<file path="src/rtl/ctrl_pkg.sv">
// Shared encodings for the multicycle control unit:
// FSM states, datapath mux selects, ALU ops, cmd and condition codes.
package ctrl_pkg;

  typedef enum logic [3:0] {
    FETCH,
    DECODE,
    MEMADR,
    MEMRD,
    MEMWB,
    MEMWR,
    EXECUTER,
    EXECUTEI,
    ALUWB,
    BRANCH
  } state_t;

  localparam logic [1:0] IMM_DP  = 2'b00;
  localparam logic [1:0] IMM_MEM = 2'b01;
  localparam logic [1:0] IMM_BR  = 2'b10;

  localparam logic [1:0] SRCB_RD2 = 2'b00;
  localparam logic [1:0] SRCB_IMM = 2'b01;
  localparam logic [1:0] SRCB_4   = 2'b10;

  localparam logic [1:0] RES_ALUOUT = 2'b00;
  localparam logic [1:0] RES_DATA   = 2'b01;
  localparam logic [1:0] RES_ALU    = 2'b10;

  localparam logic [1:0] ALU_ADD = 2'b00;
  localparam logic [1:0] ALU_SUB = 2'b01;
  localparam logic [1:0] ALU_AND = 2'b10;
  localparam logic [1:0] ALU_ORR = 2'b11;

  localparam logic [1:0] OP_DP  = 2'b00;
  localparam logic [1:0] OP_MEM = 2'b01;
  localparam logic [1:0] OP_BR  = 2'b10;

  localparam logic [3:0] CMD_ADD = 4'b0100;
  localparam logic [3:0] CMD_SUB = 4'b0010;
  localparam logic [3:0] CMD_CMP = 4'b1010;
  localparam logic [3:0] CMD_AND = 4'b0000;
  localparam logic [3:0] CMD_ORR = 4'b1100;

  localparam logic [3:0] COND_EQ = 4'h0;
  localparam logic [3:0] COND_NE = 4'h1;
  localparam logic [3:0] COND_CS = 4'h2;
  localparam logic [3:0] COND_CC = 4'h3;
  localparam logic [3:0] COND_MI = 4'h4;
  localparam logic [3:0] COND_PL = 4'h5;
  localparam logic [3:0] COND_VS = 4'h6;
  localparam logic [3:0] COND_VC = 4'h7;
  localparam logic [3:0] COND_HI = 4'h8;
  localparam logic [3:0] COND_LS = 4'h9;
  localparam logic [3:0] COND_GE = 4'hA;
  localparam logic [3:0] COND_LT = 4'hB;
  localparam logic [3:0] COND_GT = 4'hC;
  localparam logic [3:0] COND_LE = 4'hD;
  localparam logic [3:0] COND_AL = 4'hE;
  localparam logic [3:0] COND_NV = 4'hF;

endpackage

</file>
<file path="src/rtl/cond_unit.sv">
// NZCV flag register and condition-field evaluation.
// CondEx always reflects the currently registered flags.
module cond_unit
  import ctrl_pkg::*;
(
  input  logic       clk,
  input  logic       reset,
  input  logic [3:0] i_cond,
  input  logic [3:0] i_alu_flags,
  input  logic       i_flag_we,
  output logic       o_cond_ex
);

  logic [3:0] r_flags;
  logic       w_n;
  logic       w_z;
  logic       w_c;
  logic       w_v;

  always_ff @(posedge clk) begin
    if (reset) begin
      r_flags <= 4'b0000;
    end else if (i_flag_we) begin
      r_flags <= i_alu_flags;
    end
  end

  assign {w_n, w_z, w_c, w_v} = r_flags;

  always_comb begin
    o_cond_ex = 1'b0;
    case (i_cond)
      COND_EQ: o_cond_ex = w_z;
      COND_NE: o_cond_ex = ~w_z;
      COND_CS: o_cond_ex = w_c;
      COND_CC: o_cond_ex = ~w_c;
      COND_MI: o_cond_ex = w_n;
      COND_PL: o_cond_ex = ~w_n;
      COND_VS: o_cond_ex = w_v;
      COND_VC: o_cond_ex = ~w_v;
      COND_HI: o_cond_ex = w_c & ~w_z;
      COND_LS: o_cond_ex = ~w_c | w_z;
      COND_GE: o_cond_ex = (w_n == w_v);
      COND_LT: o_cond_ex = (w_n != w_v);
      COND_GT: o_cond_ex = ~w_z & (w_n == w_v);
      COND_LE: o_cond_ex = w_z | (w_n != w_v);
      COND_AL: o_cond_ex = 1'b1;
      default: o_cond_ex = 1'b0;
    endcase
  end

endmodule

</file>
<file path="src/rtl/multicycle_ctrl.sv">
// Multicycle control FSM for the ARM-subset core: sequences
// fetch/decode/mem/alu/branch steps and gates all write enables.
module multicycle_ctrl
  import ctrl_pkg::*;
(
  input  logic       clk,
  input  logic       reset,
  input  logic [3:0] Cond,
  input  logic [1:0] Op,
  input  logic [5:0] Funct,
  input  logic [3:0] Rd,
  input  logic [3:0] ALUFlags,
  output logic       PCWrite,
  output logic       MemWrite,
  output logic       RegWrite,
  output logic       IRWrite,
  output logic       AdrSrc,
  output logic [1:0] RegSrc,
  output logic       ALUSrcA,
  output logic [1:0] ALUSrcB,
  output logic [1:0] ResultSrc,
  output logic [1:0] ImmSrc,
  output logic [1:0] ALUControl
);

  state_t     r_state;
  state_t     w_next;
  logic [3:0] w_cmd;
  logic [1:0] w_alu_op;
  logic       w_cmd_ok;
  logic       w_is_cmp;
  logic       w_cond_ex;
  logic       w_flag_we;

  assign w_cmd = Funct[4:1];

  // Unknown cmds still run as ADD but never write back.
  always_comb begin
    w_alu_op = ALU_ADD;
    w_cmd_ok = 1'b1;
    w_is_cmp = 1'b0;
    unique case (1'b1)
      (w_cmd == CMD_ADD): w_alu_op = ALU_ADD;
      (w_cmd == CMD_SUB): w_alu_op = ALU_SUB;
      (w_cmd == CMD_CMP): begin
        w_alu_op = ALU_SUB;
        w_is_cmp = 1'b1;
      end
      (w_cmd == CMD_AND): w_alu_op = ALU_AND;
      (w_cmd == CMD_ORR): w_alu_op = ALU_ORR;
      default: w_cmd_ok = 1'b0;
    endcase
  end

  assign w_flag_we = ((r_state == EXECUTER) ||
                      (r_state == EXECUTEI)) &&
                     (Funct[0] || w_is_cmp) && w_cond_ex;

  cond_unit u_cond (
    .clk         (clk),
    .reset       (reset),
    .i_cond      (Cond),
    .i_alu_flags (ALUFlags),
    .i_flag_we   (w_flag_we),
    .o_cond_ex   (w_cond_ex)
  );

  always_ff @(posedge clk) begin
    if (reset) begin
      r_state <= FETCH;
    end else begin
      r_state <= w_next;
    end
  end

  always_comb begin
    w_next     = FETCH;
    PCWrite    = 1'b0;
    MemWrite   = 1'b0;
    RegWrite   = 1'b0;
    IRWrite    = 1'b0;
    AdrSrc     = 1'b0;
    RegSrc     = 2'b00;
    ALUSrcA    = 1'b0;
    ALUSrcB    = SRCB_RD2;
    ResultSrc  = RES_ALUOUT;
    ImmSrc     = IMM_DP;
    ALUControl = ALU_ADD;
    unique case (r_state)
      FETCH: begin
        IRWrite   = 1'b1;
        ALUSrcA   = 1'b1;
        ALUSrcB   = SRCB_4;
        ResultSrc = RES_ALU;
        PCWrite   = 1'b1;
        w_next    = DECODE;
      end
      DECODE: begin
        ALUSrcA   = 1'b1;
        ALUSrcB   = SRCB_4;
        ResultSrc = RES_ALU;
        RegSrc    = {Op == OP_MEM, Op == OP_BR};
        unique case (Op)
          OP_MEM:  w_next = MEMADR;
          OP_DP:   w_next = Funct[5] ? EXECUTEI
                                     : EXECUTER;
          OP_BR:   w_next = BRANCH;
          default: w_next = FETCH;
        endcase
      end
      MEMADR: begin
        ALUSrcB = SRCB_IMM;
        ImmSrc  = IMM_MEM;
        w_next  = Funct[0] ? MEMRD : MEMWR;
      end
      MEMRD: begin
        AdrSrc = 1'b1;
        w_next = MEMWB;
      end
      MEMWB: begin
        ResultSrc = RES_DATA;
        RegWrite  = w_cond_ex;
      end
      MEMWR: begin
        AdrSrc   = 1'b1;
        MemWrite = w_cond_ex;
      end
      EXECUTER: begin
        ALUControl = w_alu_op;
        w_next     = ALUWB;
      end
      EXECUTEI: begin
        ALUSrcB    = SRCB_IMM;
        ALUControl = w_alu_op;
        w_next     = ALUWB;
      end
      ALUWB: begin
        RegWrite = w_cond_ex & w_cmd_ok & ~w_is_cmp;
        PCWrite  = w_cond_ex & (Rd == 4'd15);
      end
      BRANCH: begin
        ALUSrcB   = SRCB_IMM;
        ImmSrc    = IMM_BR;
        ResultSrc = RES_ALU;
        PCWrite   = w_cond_ex;
      end
      default: w_next = FETCH;
    endcase
    // Reset must never leak a partial architectural write.
    if (reset) begin
      PCWrite  = 1'b0;
      MemWrite = 1'b0;
      RegWrite = 1'b0;
      IRWrite  = 1'b0;
    end
  end

endmodule

</file>
<file path="config.mk">
export PLATFORM = sky130hd
export DESIGN_NAME = multicycle_ctrl
export DESIGN_NICKNAME = d
export VERILOG_FILES = /design/src/rtl/ctrl_pkg.sv /design/src/rtl/cond_unit.sv /design/src/rtl/multicycle_ctrl.sv
export SDC_FILE = /design/constraint.sdc
export NUM_CORES = 1
export LEC_CHECK = 0
export BUFFER_PORTS_ARGS = -buffer_cell sky130_fd_sc_hd__buf_2
export CORE_MARGIN = 2
export CORE_UTILIZATION = 46
export DETAILED_ROUTE_END_ITERATION = 8
export PLACE_DENSITY = 0.77
export SLEW_MARGIN = 20
export SYNTH_ARGS = -nofsm -noshare
export SYNTH_HDL_FRONTEND = slang
export SYNTH_SLANG_ARGS = --single-unit
</file>
<file path="constraint.sdc">
create_clock -name clk -period 2.32 [get_ports clk]
set_clock_uncertainty 0.1 [all_clocks]
set_input_delay 0.232 -clock clk [delete_from_list [all_inputs] [get_ports clk]]
set_output_delay 0.232 -clock clk [all_outputs]
set_load 0.01 [all_outputs]
</file>
---- Word-level counts from Yosys, hierarchy flattened ----
Index checks and enable logic that the tools add are counted.
operators by class
  bitwise logic cells ..................... 12
  mux-type cells .......................... 23
  eq/ne operators ......................... 32
  reductions and logical operators ........ 15
operators by type and width
  cell                                                              count
  4-bit == test (second input constant)                             12
  4-bit by 3-bit == test with 1-bit output (second input constant)  9
  4-bit by 2-bit == test with 1-bit output (second input constant)  5
  4-bit case mux with 5 select lines                                1
  1-bit case mux with 15 select lines                               1
  4-bit logical NOT                                                 3
  2-bit case mux with 2 select lines                                3
  4-bit case mux with 3 select lines                                1
  1-bit two-way mux                                                 11
  4-bit by 1-bit == test with 1-bit output (second input constant)  2
  2-bit OR reduction                                                4
  2-bit case mux with 3 select lines                                1
  3-bit OR reduction                                                2
  1-bit bitwise AND                                                 5
  1-bit inverter                                                    5
  5-bit OR reduction                                                1
  2-bit two-way mux                                                 2
  3-bit two-way mux                                                 1
  1-bit case mux with 3 select lines                                1
  2-bit by 1-bit == test with 1-bit output (second input constant)  1
  2-bit == test (second input constant)                             1
  1-bit logical AND                                                 2
  2-bit logical NOT                                                 1
  1-bit logical OR                                                  2
  other kinds (4)                                                   5
storage, ports and cells
  input bits .............................. 22
  word-level logic and storage cells ...... 84
  output and inout bits ................... 16
  bits in registers ....................... 8

---- Logic depth before layout (Yosys ltp) ----
  depth in word-level cells ............... 7
  gate-level depth with buffers ........... 6
  gate-level depth less buffers ........... 5

---- By module ----
Synthesis repeated with hierarchy kept, for this count alone.
unflattened totals
  cells, all modules ...................... 103
  area total of the unflattened synthesis .. 790.8 um^2
modules (own cells, without submodules)
  module           sequential area each (um^2)  cells each  area each (um^2)  instances
  multicycle_ctrl  80.1                         62          449.2             1
  cond_unit        80.1                         41          341.6             1

---- Worst setup path after synthesis ----
OpenSTA, ideal clock, no wires.
  path type ............................... flip-flop to output port
  start ................................... register u_cond.r_flags[3]
  end ..................................... output RegWrite
  buffers on the path ..................... 0
  required time ........................... 1.988 ns
  stages on the path, launching flop included .. 6
  path slack .............................. 0.457 ns
  data arrival time ....................... 1.531 ns
  cells stage by stage .................... dfxtp_1 or3b_1 a21bo_1 o22ai_2 o31ai_2 nor4_2
between the ends
  cells in the longest elaborated chain, start to end .. 7
RTL lines
  element                                                        RTL line                          source
  start, declared                                                cond_unit.sv:14                   logic [3:0] r_flags;
  start signal, assigned                                         cond_unit.sv:24                   r_flags <= i_alu_flags;
  1-bit inequality test / 1-bit == test (equally long branches)  -
  1-bit OR / 1-bit bitwise AND (equally long branches)           cond_unit.sv:46, cond_unit.sv:45
  1-bit case mux with 15 select lines (*)                        cond_unit.sv:32                   case (i_cond)
  1-bit bitwise AND (2 in a row)                                 multicycle_ctrl.sv:138            RegWrite = w_cond_ex & w_cmd_ok & ~w_is_cmp;
  1-bit case mux with 2 select lines (*)                         multicycle_ctrl.sv:89             unique case (r_state)
  1-bit two-way mux (*)                                          multicycle_ctrl.sv:150            if (reset) begin
  end, declared                                                  multicycle_ctrl.sv:15             output logic RegWrite,
Mark *: on every way between the ends. The rest lies on a longest branch, timed or not.

---- Worst setup path after layout ----
Ends and elaborated chain as after synthesis.

==> results.cfg <==
[sta]
fmax_ghz = 0.452
hold_slack_ns = 0.0523
slew_headroom_pct = 68.5
setup_ws_ns = 0.110
tightest_slew_ns = 0.472
post-route-period-util_pct = 95.3
period_needed_ns = 2.21
tns_ns = 0
hold_viol = 0
finalSetupViolCount = 0
slew_viol_final = 0
grt_setup_unrepaired = false

[placed_design]
gp_congestion = 0.858
pre_cts_slack_ns = 0.272
dp.final_hpwl_mm = 1.48
portBuffers = 37

[min_path]
worstHoldStart = reset
hold_path_class = input port to flop
hold_depth = 2
min_to = r_state[3]$_SDFF_PP0_

[power_and_ir_drop]
power_leakage_nw = 0.500
seqPwrFrac_pct = 38.9
p_int_w = 0.000265
ir_drop_mv = 0.296
p_comb_share_pct = 34.0
power_density_nw_per_um2 = 374
switchingPower_w = 0.000132
p_sw_share_pct = 33.3
clockPowerShare_pct = 27.1

[critical_path]
regToRegStartpoint = u_cond.r_flags[0]$_SDFFE_PP0P_
path_max_fanout = 6
cp-end-kind = primary output
critPathRequiredTime_ns = 1.99
reg2reg_to = u_cond.r_flags[3]$_SDFFE_PP0P_
startpoint_type = flop
cp.arrival_ns = 1.88
worstRegToRegCells = 6
critPathKind = flop to primary output
regToRegSetupSlack_ns = 0.50

[layout]
fill_cells = 164
final_nets = 166
final_cell_mix = 37 x buf_2, 13 x nand2_1, 11 x nor2_1
n_antenna_cell = 0
areaGrowthSynthToFinish_pct = 27.9
drive_gt1_share_pct = 38.7
final_common_cell = buf_2

[logic_synthesis]
synthArstFlopShare_pct = 0
syn_inst = 105
synth_edf_count = 0
avgSynthCellArea_um2 = 7.89
ys_types = 43
syn_nets = 127
synthFlopType = dfxtp_1
synth_area_um2 = 828
ys_seq_area_share_pct = 19.3
ys_ff_latch = 8
yosysWarnings = 0

[drt]
via_per_inst = 5.47
drt_iter0_markers = 29
wl_mm = 1.91
drc = 0
wl_per_cell_um = 11.5
num_vias = 913
dr.pass1.iters = 4
ant_nets = 0

[floorplan]
core_area_um2 = 1710
start_util_pct = 48.5
die_x_um = 46.4
dieArea_um2 = 2160
pin_count = 38
num_rows = 15
die_height_um = 46.4

[clocking]
cts_buffer_depth = 2
insertion_delay_ns = 0.25
cts_root_buf = clkbuf_4
h-tree-depth = 1
cts_buffers = 3
cts.sinks = 8
clkTransAtPathRegs_ns = 0.05
cts_tree = yes

[global_routing]
grt_pass1_wl_mm = 2.70
grt_usage_pct = 17.7
grt_max_degree = 16
grt_antenna_before_repair = 0
grt-ovfl-total = 0
grt_pass1_vias = 675

[status]
outcome = complete, no violations

[run]
drv_cap = 0
layout make-up:
| cell class | count | area (um^2) | area share [%] |
|---|---|---|---|
| Multi-Input combinational cell | 88 | 629 | 59.4 |
| Sequential cell | 8 | 161 | 15.2 |
| Inverter | 4 | 15.0 | 1.42 |
| Clock buffer | 3 | 22.5 | 2.13 |
| Tap cell | 25 | 31.3 | 2.95 |
| Timing Repair Buffer | 39 | 200 | 18.9 |
Yosys cell counts, types with 2 or more instances:
cell type  number  area, um^2
a211oi_2        2        25.0
a21oi_1         5        25.0
buf_6           5        56.3
dfxtp_1         8         160
inv_1           3        11.3
mux2i_1         5        50.1
nand2_1        13        48.8
nand2b_1        4        25.0
nor2_1         11        41.3
nor2b_1         6        37.5
nor3_1          4        20.0
nor3b_1         2        15.0
o21ai_0         4        20.0
xnor2_1         2        17.5
xor2_1          3        26.3
layer usage:
metal  track usage, %  vias to the layer above  routed length (um)
met5                0                        -                   0
met4             10.3                        0                  34
met3             1.18                        5                 105
met2             31.9                       31                 937
met1             20.0                      422                 836
li1                 -                      455                   -
power by group through the flow:
stage	clock network [W]	registers [W]	logic, W
2_1_floorplan	0	0.000149	0.0000953
3_3_place_gp	0	0.000157	0.000123
3_5_place_dp	0	0.000157	0.000126
4_1_cts	0.000112	0.000154	0.000128
5_1_grt	0.000119	0.000155	0.000149
6_report	0.000108	0.000154	0.000135
worst max-delay path, stage by stage (launching register included):
cell and delay (ns):
dfxtp_2 0.36, or3b_1 0.40, a21bo_1 0.21, o22ai_4 0.18, o31ai_2 0.11, nor4_2 0.21
buf_2 0.16
stage by stage:
| stage | instances | utilization, % | power [W] | cell area [um^2] |
|---|---|---|---|---|
| floorplan | 105 | - | 0.000244 | 828 |
| global placement | 162 | 57.9 | 0.000280 | 988 |
| detailed placement | 162 | 57.9 | 0.000283 | 988 |
| CTS | 165 | 59.9 | 0.000394 | 1020 |
| global route | 167 | 62.1 | 0.000423 | 1060 |
| finish | 167 | 62.1 | 0.000397 | 1060 |
worst max path at each step:
stage | startpoint | to | slack, ns
3_3_place_gp | Cond[2] | RegWrite | 0.33
3_5_place_dp | u_cond.r_flags[3]$_SDFFE_PP0P_ | RegWrite | 0.27
5_1_grt | u_cond.r_flags[3]$_SDFFE_PP0P_ | RegWrite | 0.007
6_report | u_cond.r_flags[3]$_SDFFE_PP0P_ | RegWrite | 0.11
4_1_cts | u_cond.r_flags[3]$_SDFFE_PP0P_ | RegWrite | 0.01
2_1_floorplan | u_cond.r_flags[3]$_SDFFE_PP0P_ | RegWrite | 0.46
state kept, by name, indices dropped and copies added, names as in the netlist:
signal	count
r_state	4
u_cond.r_flags	4
cells by family after synthesis:
kind of cell / synth area share, %
and+or+nand+nor: 33.7
AOI/OAI and AO/OA: 25.7
muxes: 7.40
xor gates and xnor gates: 5.29
DFF: 19.3
buffers and inverters: 8.61
timing repair:
item | 4_1_cts | 5_1_grt
pin swaps | 0 | 3
buffers inserted | 0 | 2
setup endpoints to repair | 1 | 3
gates resized for setup | 1 | 4
hold buffers | 0 | 0
Note: power is estimated with default switching activity, not from simulation.
